--- config.mk ---
export PLATFORM = sky130hd
export DESIGN_NAME = adc_sample_feeder
export DESIGN_NICKNAME = d
export VERILOG_FILES = /design/src/rtl/adc_sample_feeder.sv
export SDC_FILE = /design/constraint.sdc
export NUM_CORES = 1
export LEC_CHECK = 0
export BUFFER_PORTS_ARGS = -buffer_cell sky130_fd_sc_hd__buf_2
export CORE_AREA = 3 3 89 66
export DETAILED_ROUTE_END_ITERATION = 6
export DIE_AREA = 0 0 92 69
export GPL_TIMING_DRIVEN = 0
export PLACE_DENSITY = 0.59
export SLEW_MARGIN = 20
export SYNTH_ARGS = -nofsm -noshare
export SYNTH_HDL_FRONTEND = slang
export SYNTH_SLANG_ARGS = --single-unit
--- constraint.sdc ---
create_clock -name clk -period 4.7 [get_ports clk]
set_input_delay 0.47 -clock clk [delete_from_list [all_inputs] [get_ports clk]]
set_output_delay 0.47 -clock clk [all_outputs]
set_load 0.01 [all_outputs]
--- src/rtl/adc_sample_feeder.sv ---
// Purpose: decimating ADC front end. Averages 2^DECIM_LOG2 offset-binary samples into one signed, scaled, saturated output sample.
// Latency: en_out/x_out update on the cycle after the last sample of a group is accepted.
// Backpressure: adc_ready drops for one EMIT cycle after each group. FEEDER_ROUND_EN selects round-half-up; when undefined, the result is truncated.
module adc_sample_feeder #(
    parameter int ADC_W      = 12,
    parameter int Width      = 10,
    parameter int DECIM_LOG2 = 2
) (
    input  logic             clk,
    input  logic             rst_n,
    input  logic             clr,
    input  logic             adc_valid,
    input  logic [ADC_W-1:0] adc_data,
    output logic             adc_ready,
    output logic             en_out,
    output logic [Width-1:0] x_out
);

    localparam int AW   = ADC_W + DECIM_LOG2;          // accumulator width, cannot overflow
    localparam int AW1  = AW + 1;                      // headroom for the rounding add
    localparam int CW   = DECIM_LOG2 + 1;              // sample counter width
    localparam int S    = DECIM_LOG2 + ADC_W - Width;  // output scaling shift
    localparam int LAST = (1 << DECIM_LOG2) - 1;       // counter value of the final sample in a group

    localparam logic signed [AW1-1:0] MAXV = AW1'((1 << (Width-1)) - 1);
    localparam logic signed [AW1-1:0] MINV = ~MAXV;

    typedef enum logic {ACCUM, EMIT} state_t;

    state_t                  r_state;
    state_t                  w_next;
    logic signed [AW-1:0]    r_acc;
    logic        [CW-1:0]    r_cnt;
    logic                    r_en;
    logic        [Width-1:0] r_x;

    logic                    w_accept;
    logic                    w_last;
    logic signed [ADC_W-1:0] w_samp;
    logic signed [AW-1:0]    w_sum;
    logic signed [AW1-1:0]   w_pre;
    logic signed [AW1-1:0]   w_shf;
    logic        [Width-1:0] w_res;

    // Offset binary to two's complement: flip the MSB.
    assign w_samp = {~adc_data[ADC_W-1], adc_data[ADC_W-2:0]};
    assign w_sum  = r_acc + AW'(w_samp);
    assign w_last = (r_cnt == CW'(LAST));

`ifdef FEEDER_ROUND_EN
    localparam int RND = (S > 0) ? (1 << ((S > 0) ? (S - 1) : 0)) : 0;
    assign w_pre = AW1'(w_sum) + AW1'(RND);
`else
    assign w_pre = AW1'(w_sum);
`endif

    assign w_shf = w_pre >>> S;

    // Clamp the scaled group sum into the signed output range.
    always_comb begin
        w_res = Width'(w_shf);
        if (w_shf > MAXV) begin
            w_res = Width'(MAXV);
        end else if (w_shf < MINV) begin
            w_res = Width'(MINV);
        end
    end

    // State register.
    always_ff @(posedge clk or negedge rst_n) begin
        if (!rst_n) begin
            r_state <= ACCUM;
        end else begin
            r_state <= w_next;
        end
    end

    // Next state, handshake and acceptance qualification. clr beats a same-cycle sample.
    always_comb begin
        w_next    = r_state;
        w_accept  = 1'b0;
        adc_ready = 1'b0;
        case (r_state)
            ACCUM: begin
                adc_ready = 1'b1;
                w_accept  = adc_valid && !clr;
                if (w_accept && w_last) begin
                    w_next = EMIT;
                end
            end
            EMIT: begin
                w_next = ACCUM;
            end
            default: begin
                w_next = ACCUM;
            end
        endcase
    end

    // Accumulator, counter and output registers. en_out is a single-cycle strobe.
    always_ff @(posedge clk or negedge rst_n) begin
        if (!rst_n) begin
            r_acc <= '0;
            r_cnt <= '0;
            r_en  <= 1'b0;
            r_x   <= '0;
        end else begin
            r_en <= 1'b0;
            if (r_state == EMIT || clr) begin
                r_acc <= '0;
                r_cnt <= '0;
            end else if (w_accept) begin
                if (w_last) begin
                    r_x   <= w_res;
                    r_en  <= 1'b1;
                    r_acc <= '0;
                    r_cnt <= '0;
                end else begin
                    r_acc <= w_sum;
                    r_cnt <= r_cnt + CW'(1);
                end
            end
        end
    end

    assign en_out = r_en;
    assign x_out  = r_x;

endmodule

==> results of run 1 <==
==> state kept, by name (all words and copies together), names as in the netlist <==
register / cells
r_acc: 14
r_cnt: 3
x_out: 10
r_state: 1
en_out: 1
==> layout make-up <==
cell class / count / share of cell area [%]
multi-input cells: 138 / 47.47
well taps: 72 / 4.382
clock buffers: 8 / 3.895
flip-flops and latches: 29 / 35.30
inverters: 9 / 1.643
plain buffers: 4 / 0.7304
repair buffers: 27 / 6.573
==> cell families (layout without fill, tap and decap cells) <==
logic type	after synthesis	after routing	synth area share [%]
muxes	8	8	4.932
buffers and inverters	13	48	2.787
DFF	29	29	41.46
xor gates and xnor gates	9	9	4.503
adders and majority gates	15	15	11.15
and+or+nand+nor	57	57	15.51
AOI/OAI and AO/OA	49	49	19.66
==> worst max-delay path, stage by stage (launching register included) <==
cell and delay (ns):
dfrtp_1 0.35, ha_1 0.19, inv_1 0.06, fa_1 0.38
nand2b_1 0.19, a21oi_1 0.31, o21ai_2 0.14, o31ai_1 0.30
mux2i_1 0.29, o21ai_1 0.10
==> report_power, final <==
group	switching [mW]	internal [mW]
clock	0.0959	0.105
sequential	0.0228	0.293
combinational	0.154	0.114
==> routing by layer <==
layer,track usage (%),up-vias
met3,3.708,8
li1,-,717
met1,21.15,656
met4,4.448,0
met5,0,-
met2,16.67,38
==> final timing paths <==
path / depth (start not counted) / endpoint / startpoint
min: 1 / x_out[9]$_DFFE_PN0P_ / rst_n
max: 9 / r_acc[12]$_DFFE_PN0P_ / r_acc[0]$_DFFE_PN0P_
max in group asynchronous: 1 / r_acc[10]$_DFFE_PN0P_ / rst_n
max reg2reg: 9 / r_acc[12]$_DFFE_PN0P_ / r_acc[0]$_DFFE_PN0P_
min in group clk: 2 / x_out[1]$_DFFE_PN0P_ / x_out[1]$_DFFE_PN0P_
min reg2reg: 2 / x_out[1]$_DFFE_PN0P_ / x_out[1]$_DFFE_PN0P_
==> cells in the final DEF (no fill, tap or decap), types with 7 or more instances in the layout <==
master	n
o21ai_0	7
inv_1	9
ha_1	14
nand2_1	23
a22o_1	9
dfrtp_1	29
a21oi_1	13
nor2_1	10
clkbuf_1	7
buf_2	27
==> through the flow <==
| stage | instance area (sq um) | utilization (%) | hold WS (ns) |
|---|---|---|---|
| finish | 2056 | 40.15 | 0.2146 |
| global route | 2056 | 40.15 | 0.2697 |
| CTS | 2056 | 40.15 | 0.2474 |
| detailed placement | 1976 | 38.59 | 0.4696 |
| global placement | 1976 | 38.59 | 0.4575 |
| floorplan | 1750 | - | 0.1744 |
==> qor.txt, run 1 <==
status = completed
1st-iter DRT viols = 86
Final Routed Wirelength = 3.970 mm
Sequential Area = 725.7 sq um
Max Root-Sink Buffers = 2
area grow syn2layout = 17.44%
Seq cells post-synth = 29
DR top layer = met4
grt total ovfl = 0
per-cell routed wire length = 13.83 um
# placed instances = 279
width of the chip = 92 um
Pwr Total = 0.7852 mW
H-tree depth = 2
sequential area share after synthesis = 41.46%
Peak VDD IR = 0.0001692 V
Clock Pin Slew Worst Setup and Hold Paths = 0.07 ns
Starting Density = 34.19%
crit path time final = 2.454 ns
Synth Area per Inst = 9.725 sq um
crit path launch type = flip-flop
reg2reg setup slack = 2.25 ns
FP Rows = 22
area of the multi-input gates = 975.9 sq um
M1 wire length = 2.192 mm
Final period util = 52.22%
ranking of synthesized cells by area = dfrtp_1 (41%), ha_1 (10%), nand2_1 (4.9%), a22o_1 (4.5%), a21oi_1 (3.7%)
Avg Vias per Cell = 4.944
Met3 Wirelength = 222 um
via count = 1419
# fillers = 522
ys async rst share = 100.0%
critical path class = flip-flop to flip-flop
Distinct cells, synth = 34
RSZ-0062 raised after global routing = no
post_cts resized = 0
HP Class = input port to async pin
Antenna Nets Post-Route = 0
Leak = 1.039 nW
Mapped Cells = 180
FMAX = 0.4075 GHz
Synth Net Count = 211
final worst slack = 2.246 ns
worst path required time = 4.85 ns
Max-slew headroom = 34.52%
ant diodes = 0
vias in the first global route = 1295
cts hold-fix bufs = 0
postcts setup bufs = 0
CP arrival = 2.61 ns
Clock Tree Root = clkbuf_8
first drt pass iteration count = 4
skew final = 0.005927 ns
critical path peak fanout = 3
# setup viols final = 0
Clock Sinks = 29
most common cell in the netlist = dfrtp_1
final cell count without fillers = 287
Ports = 28
leading cell types by count after synthesis = dfrtp_1 (29), nand2_1 (23), ha_1 (14), a21oi_1 (13), nor2_1 (10)
worst-skew pair later-pin latency = 0.28 ns
Core Area = 5120 sq um
total die area = 6348 sq um
Final Max Tran Viols = 0
Detail Placement HPWL = 2.920 mm
gr usage total = 13.28%
total CTS buffers = 5
Worst-Margin Slew = 0.9747 ns
max-cap violations = 0
pwr/cell area = 382.0 nW/um^2
number of port buffers = 27
area leader, netlist = dfrtp_1
Post-synth EDFFs = 0
crit path capture type = flip-flop
setup TNS = 0 ns
largest net degree at the start of global routing = 30
initial antenna violation count = 0
drt drc = 0
RD Place Congestion = 0.8144
layout cells sized above 1 = 20.47%
Ys Warns = 0
die height = 69 um
Main synth FF type = dfrtp_1
met2 wire len = 1.508 mm
Nets = 245
final hold vios = 0
CTS tree = yes
worst slack, placed = 2.084 ns
Synth Cell Area = 1750 sq um
Synth top area share = 41.46%
first-pass GRT wire length = 6.548 mm
(Power assumes the default switching activity.)
==> run 2, diff against run 1 <==
clock period = 2.5 ns   (was 4.7 ns; I/O delays follow)
==> run 2 against run 1 <==
  * The flow now finishes with violations (negative hold slack)
  * Power rose by 89%
  * Wire length rose by 1.5%
  * Register-to-register slack got worse by 2.1 ns
  * Fmax rose by 5.7%
  * Die area did not move
  * Clock-buffer cell count did not move
  * Sequential cell count did not move
  * Sequential share of layout area fell by 0.15 points
  * Final cell count did not move
  * Clock skew rose by 0.00082 ns
  * Sequential power rose by 88%
  * Largest power group unchanged
==> qor.txt, run 2 (synthesis gave the netlist of run 1 again) <==
critical path class = flip-flop to flip-flop
Final Routed Wirelength = 4.028 mm
vias in the first global route = 1295
Ports = 28
crit-path cells = ha_1, inv_1, fa_1, nand2b_1, a21oi_2, o21ai_2, o31ai_2, mux2i_1, o21ai_1
worst slack, placed = 0.08698 ns
final hold vios = 10
number of port buffers = 27
R2R depth = 9
RSZ-0062 raised after global routing = no
Core Area = 5120 sq um
final worst slack = 0.1778 ns
H-tree depth = 2
die height = 69 um
area of the multi-input gates = 984.7 sq um
worst-skew pair later-pin latency = 0.28 ns
Worst path depth = 9
FP Rows = 22
Clock Pin Slew Worst Setup and Hold Paths = 0.07 ns
skew final = 0.006743 ns
Antenna Nets Post-Route = 0
HP Class = input port to async pin
Clock power frac = 25.6%
ant diodes = 0
drt drc = 0
failing checks = negative hold slack
hold_ws = -0.004612 ns
Final Max Tran Viols = 0
crit path capture type = flip-flop
Crit-path slowest cell = fa_1
sequential power share = 40.1%
Sequential Area = 725.7 sq um
Largest Register = r_acc
Worst-Margin Slew = 0.9689 ns
critical path peak fanout = 3
commonest non-fill, non-tap cell in the layout = dfrtp_1
crit path time final = 2.322 ns
grt total ovfl = 0
switch share = 35.02%
via count = 1427
status = complete, but fails checks
critical path's largest stage delay = 0.38 ns
RR Endpoint = r_acc[12]$_DFFE_PN0P_
Pwr Total = 1.484 mW
FMAX = 0.4306 GHz
per-cell routed wire length = 14.03 um
1st-iter DRT viols = 85
Clock Sinks = 29
layout cells sized above 1 = 21.40%
cell family with most CP delay = compound AO/OA/AOI/OAI gates
Max Root-Sink Buffers = 2
cts hold-fix bufs = 0
largest net degree at the start of global routing = 30
setup TNS = 0 ns
Final period util = 92.89%
area grow syn2layout = 17.94%
Pint = 0.9644 mW
Starting Density = 34.19%
CTS tree = yes
Reg2Reg Launch Point = r_acc[0]$_DFFE_PN0P_
Largest register FFs = 14
Logic pwr share = 34.3%
crit path launch type = flip-flop
Detail Placement HPWL = 2.920 mm
most frequent cells in the layout = dfrtp_1 (29), buf_2 (27), nand2_1 (23)
Leak = 1.041 nW
Max-slew headroom = 34.91%
Worst Setup EP = r_acc[12]$_DFFE_PN0P_
first-pass GRT wire length = 6.548 mm
RD Place Congestion = 0.8144
# setup viols final = 0
max-cap violations = 0
pwr/cell area = 718.9 nW/um^2
Nets = 245
Peak VDD IR = 0.0003179 V
worst path required time = 2.65 ns
total CTS buffers = 5
width of the chip = 92 um
total die area = 6348 sq um
Avg Vias per Cell = 4.972
worst path buffer plus inverter count = 1
gr usage total = 13.28%
CP arrival = 2.48 ns
reg2reg setup slack = 0.18 ns
# fillers = 526
initial antenna violation count = 0
crit path from = r_acc[0]$_DFFE_PN0P_
first drt pass iteration count = 4
Clock Tree Root = clkbuf_8
P_sw = 0.5197 mW
## run 2: worst min path at each step
stage / startpoint / endpoint / slack (ns) / cells after the start
floorplan: rst_n / en_out$_DFF_PN0_ / -0.05 / 0
detailed placement: rst_n / r_acc[0]$_DFFE_PN0P_ / 0.34 / 1
global placement: rst_n / r_acc[0]$_DFFE_PN0P_ / 0.33 / 1
finish: rst_n / x_out[9]$_DFFE_PN0P_ / -0.005 / 1
CTS: rst_n / x_out[9]$_DFFE_PN0P_ / 0.03 / 1
global route: rst_n / x_out[4]$_DFFE_PN0P_ / 0.05 / 1
## run 2: power groups by stage
stage	logic (mW)	registers, mW	clock network (mW)
floorplan	0.343	0.620	0
global placement	0.497	0.601	0
detailed placement	0.502	0.604	0
CTS	0.506	0.596	0.391
global route	0.569	0.607	0.417
finish	0.509	0.595	0.380
## run 2: area by class of cell
cell class	count	area share [%]
buffer	4	0.7273
clock buffer	8	3.879
inverter	9	1.636
multi-input combinational	138	47.70
sequential	29	35.15
tap	72	4.364
timing repair buffer	27	6.545
## run 2: layer usage
layer  vias to the layer above  part of all wire (%)  track usage, %
met2                        30                    38           16.67
li1                        717                     -               -
met4                         0                   1.1           4.448
met3                         8                   4.0           3.708
met5                         -                     0               0
met1                       672                    57           21.15
## run 2: through the flow
step                std cells  util, %  instance area, sq um
finish                    287    40.32                  2064
floorplan                 180        -                  1750
global placement          279    38.59                  1976
detailed placement        279    38.59                  1976
global route              287    40.32                  2064
CTS                       287    40.15                  2056
## run 2: repair_timing
| item | CTS | global route |
|---|---|---|
| endpoints found under the setup margin | 0 | 2 |
| hold endpoints to repair | 0 | 0 |
| gates resized for setup | 0 | 2 |
| buffers inserted | 0 | 0 |
==> run 3, diff against run 2 <==
GPL_TIMING_DRIVEN = default   (was 0)
==> run 3 against run 2 <==
  * The run still ends with negative hold slack left
  * Global-route usage increased by 0.62 points
  * First-iteration DRC count decreased by 9.4%
  * Combinational power about the same
  * Register-to-register slack improved by 0.08 ns
  * Clock skew increased by 0.0032 ns
  * Hold slack got worse by 0.0026 ns
  * Final area increased by 1.9%
  * Non-clock buffer count decreased by 1
  * Critical path depth unchanged
  * Largest power group unchanged
  * Highest routed layer unchanged
==> qor.txt, run 3 (synthesis gave the netlist of run 1 again) <==
RSZ-0062 raised after global routing = no
Avg Vias per Cell = 4.881
area of the multi-input gates = 979.7 sq um
die height = 69 um
number of port buffers = 27
first drt pass iteration count = 4
first-pass GRT wire length = 6.879 mm
largest net degree at the start of global routing = 30
postcts setup bufs = 0
Clock Tree Root = clkbuf_8
grt total ovfl = 0
Starting Density = 34.19%
critical path peak fanout = 3
critical path's largest stage delay = 0.37 ns
RD Place Congestion = 0.8041
Area after DPL = 1983 sq um
HP Class = input port to async pin
Nets = 244
commonest non-fill, non-tap cell in the layout = dfrtp_1
Peak VDD IR = 0.0003848 V
Max-slew headroom = 54.88%
crit path capture type = flip-flop
total die area = 6348 sq um
Final Max Tran Viols = 0
crit path launch type = flip-flop
skew final = 0.009959 ns
Leak = 1.068 nW
Largest Register = r_acc
FP Rows = 22
# setup viols final = 0
Sequential Area = 725.7 sq um
cell area after layout = 2103 sq um
per-cell routed wire length = 14.13 um
Core Area = 5120 sq um
1st-iter DRT viols = 77
failing checks = negative hold slack
hold_ws = -0.007207 ns
max-cap violations = 0
Antenna Nets Post-Route = 0
# fillers = 535
H-tree depth = 2
width of the chip = 92 um
area grow syn2layout = 20.16%
layout cells sized above 1 = 23.36%
Max Root-Sink Buffers = 2
worst-skew pair later-pin latency = 0.29 ns
Clock Pin Slew Worst Setup and Hold Paths = 0.07 ns
gr usage total = 13.89%
vias in the first global route = 1380
Final Routed Wirelength = 4.040 mm
Ports = 28
FMAX = 0.4458 GHz
status = complete, but fails checks
Worst-Margin Slew = 0.6768 ns
total CTS buffers = 5
via count = 1396
Final period util = 89.73%
CTS tree = yes
Crit-path slowest cell = fa_1
crit-path cells = ha_1, inv_1, fa_1, nand2b_1, a21oi_2, o21ai_2, o31ai_1, mux2i_1, o21ai_1
Largest register FFs = 14
most frequent cells in the layout = dfrtp_1 (29), buf_2 (27), nand2_1 (23)
initial antenna violation count = 0
Detail Placement HPWL = 2.849 mm
crit path time final = 2.243 ns
drt drc = 0
ant diodes = 0
final hold vios = 3
Clock Sinks = 29
setup TNS = 0 ns
critical path class = flip-flop to flip-flop
worst path required time = 2.66 ns
CP arrival = 2.41 ns
pwr/cell area = 770.4 nW/um^2
run 3: report_power, final:
group	internal [mW]	leakage, nW	switching, mW
registers	0.552	0.389	0.0444
clock network	0.325	0.0585	0.192
logic	0.217	0.621	0.291
total	1.09	1.07	0.527
run 3: routing by layer:
metal	GRT usage, %	up-vias	part of all wire [%]
li1	-	709	-
met1	21.22	645	56
met2	18.12	35	38
met3	4.144	7	4.6
met4	4.942	0	1.5
met5	0	-	0
run 3: area by class of cell:
type | count | share of cell area, %
tap | 72 | 4.283
clock buffer | 7 | 4.105
inverter | 9 | 1.606
clock inverter | 1 | 1.428
multi-input combinational | 138 | 46.58
timing repair buffer | 30 | 7.496
sequential | 29 | 34.50
run 3: what timing repair did:
action | 4_1_cts | 5_1_grt
resized for setup | 0 | 1
hold buffers | 0 | 0
endpoints found under the setup margin | 0 | 2
run 3: final timing paths:
kind,from,endpoint,slack [ns],cells after the start
worst max-delay path,r_acc[0]$_DFFE_PN0P_,r_acc[12]$_DFFE_PN0P_,0.26,9
worst min register to register,x_out[1]$_DFFE_PN0P_,x_out[1]$_DFFE_PN0P_,0.48,2
min in group clk,adc_data[0],r_acc[0]$_DFFE_PN0P_,0.31,3
max in group asynchronous,rst_n,r_acc[7]$_DFFE_PN0P_,2.06,1
worst max register to register,r_acc[0]$_DFFE_PN0P_,r_acc[12]$_DFFE_PN0P_,0.26,9
worst min-delay path,rst_n,r_acc[1]$_DFFE_PN0P_,-0.007,1
run 3: stage by stage:
step	cells	setup slack (ns)	power, mW	util, %
2_1_floorplan	180	0.4116	0.9624	-
3_3_place_gp	278	0.2939	1.106	38.73
3_5_place_dp	278	0.2368	1.109	38.73
4_1_cts	286	0.1791	1.633	41.01
5_1_grt	286	0.02153	1.739	41.08
6_report	286	0.2566	1.620	41.08
run 3: worst max-delay path: cells and delay by family, from the launching register on:
kind                     cells  cell delay [ns]
AO/OA/AOI/OAI                4             0.69
adder cells (fa/ha/maj)      2             0.54
buffers and inverters        1             0.05
AND/OR/NAND/NOR              1             0.20
flip-flops                   1             0.36
multiplexers                 1             0.28
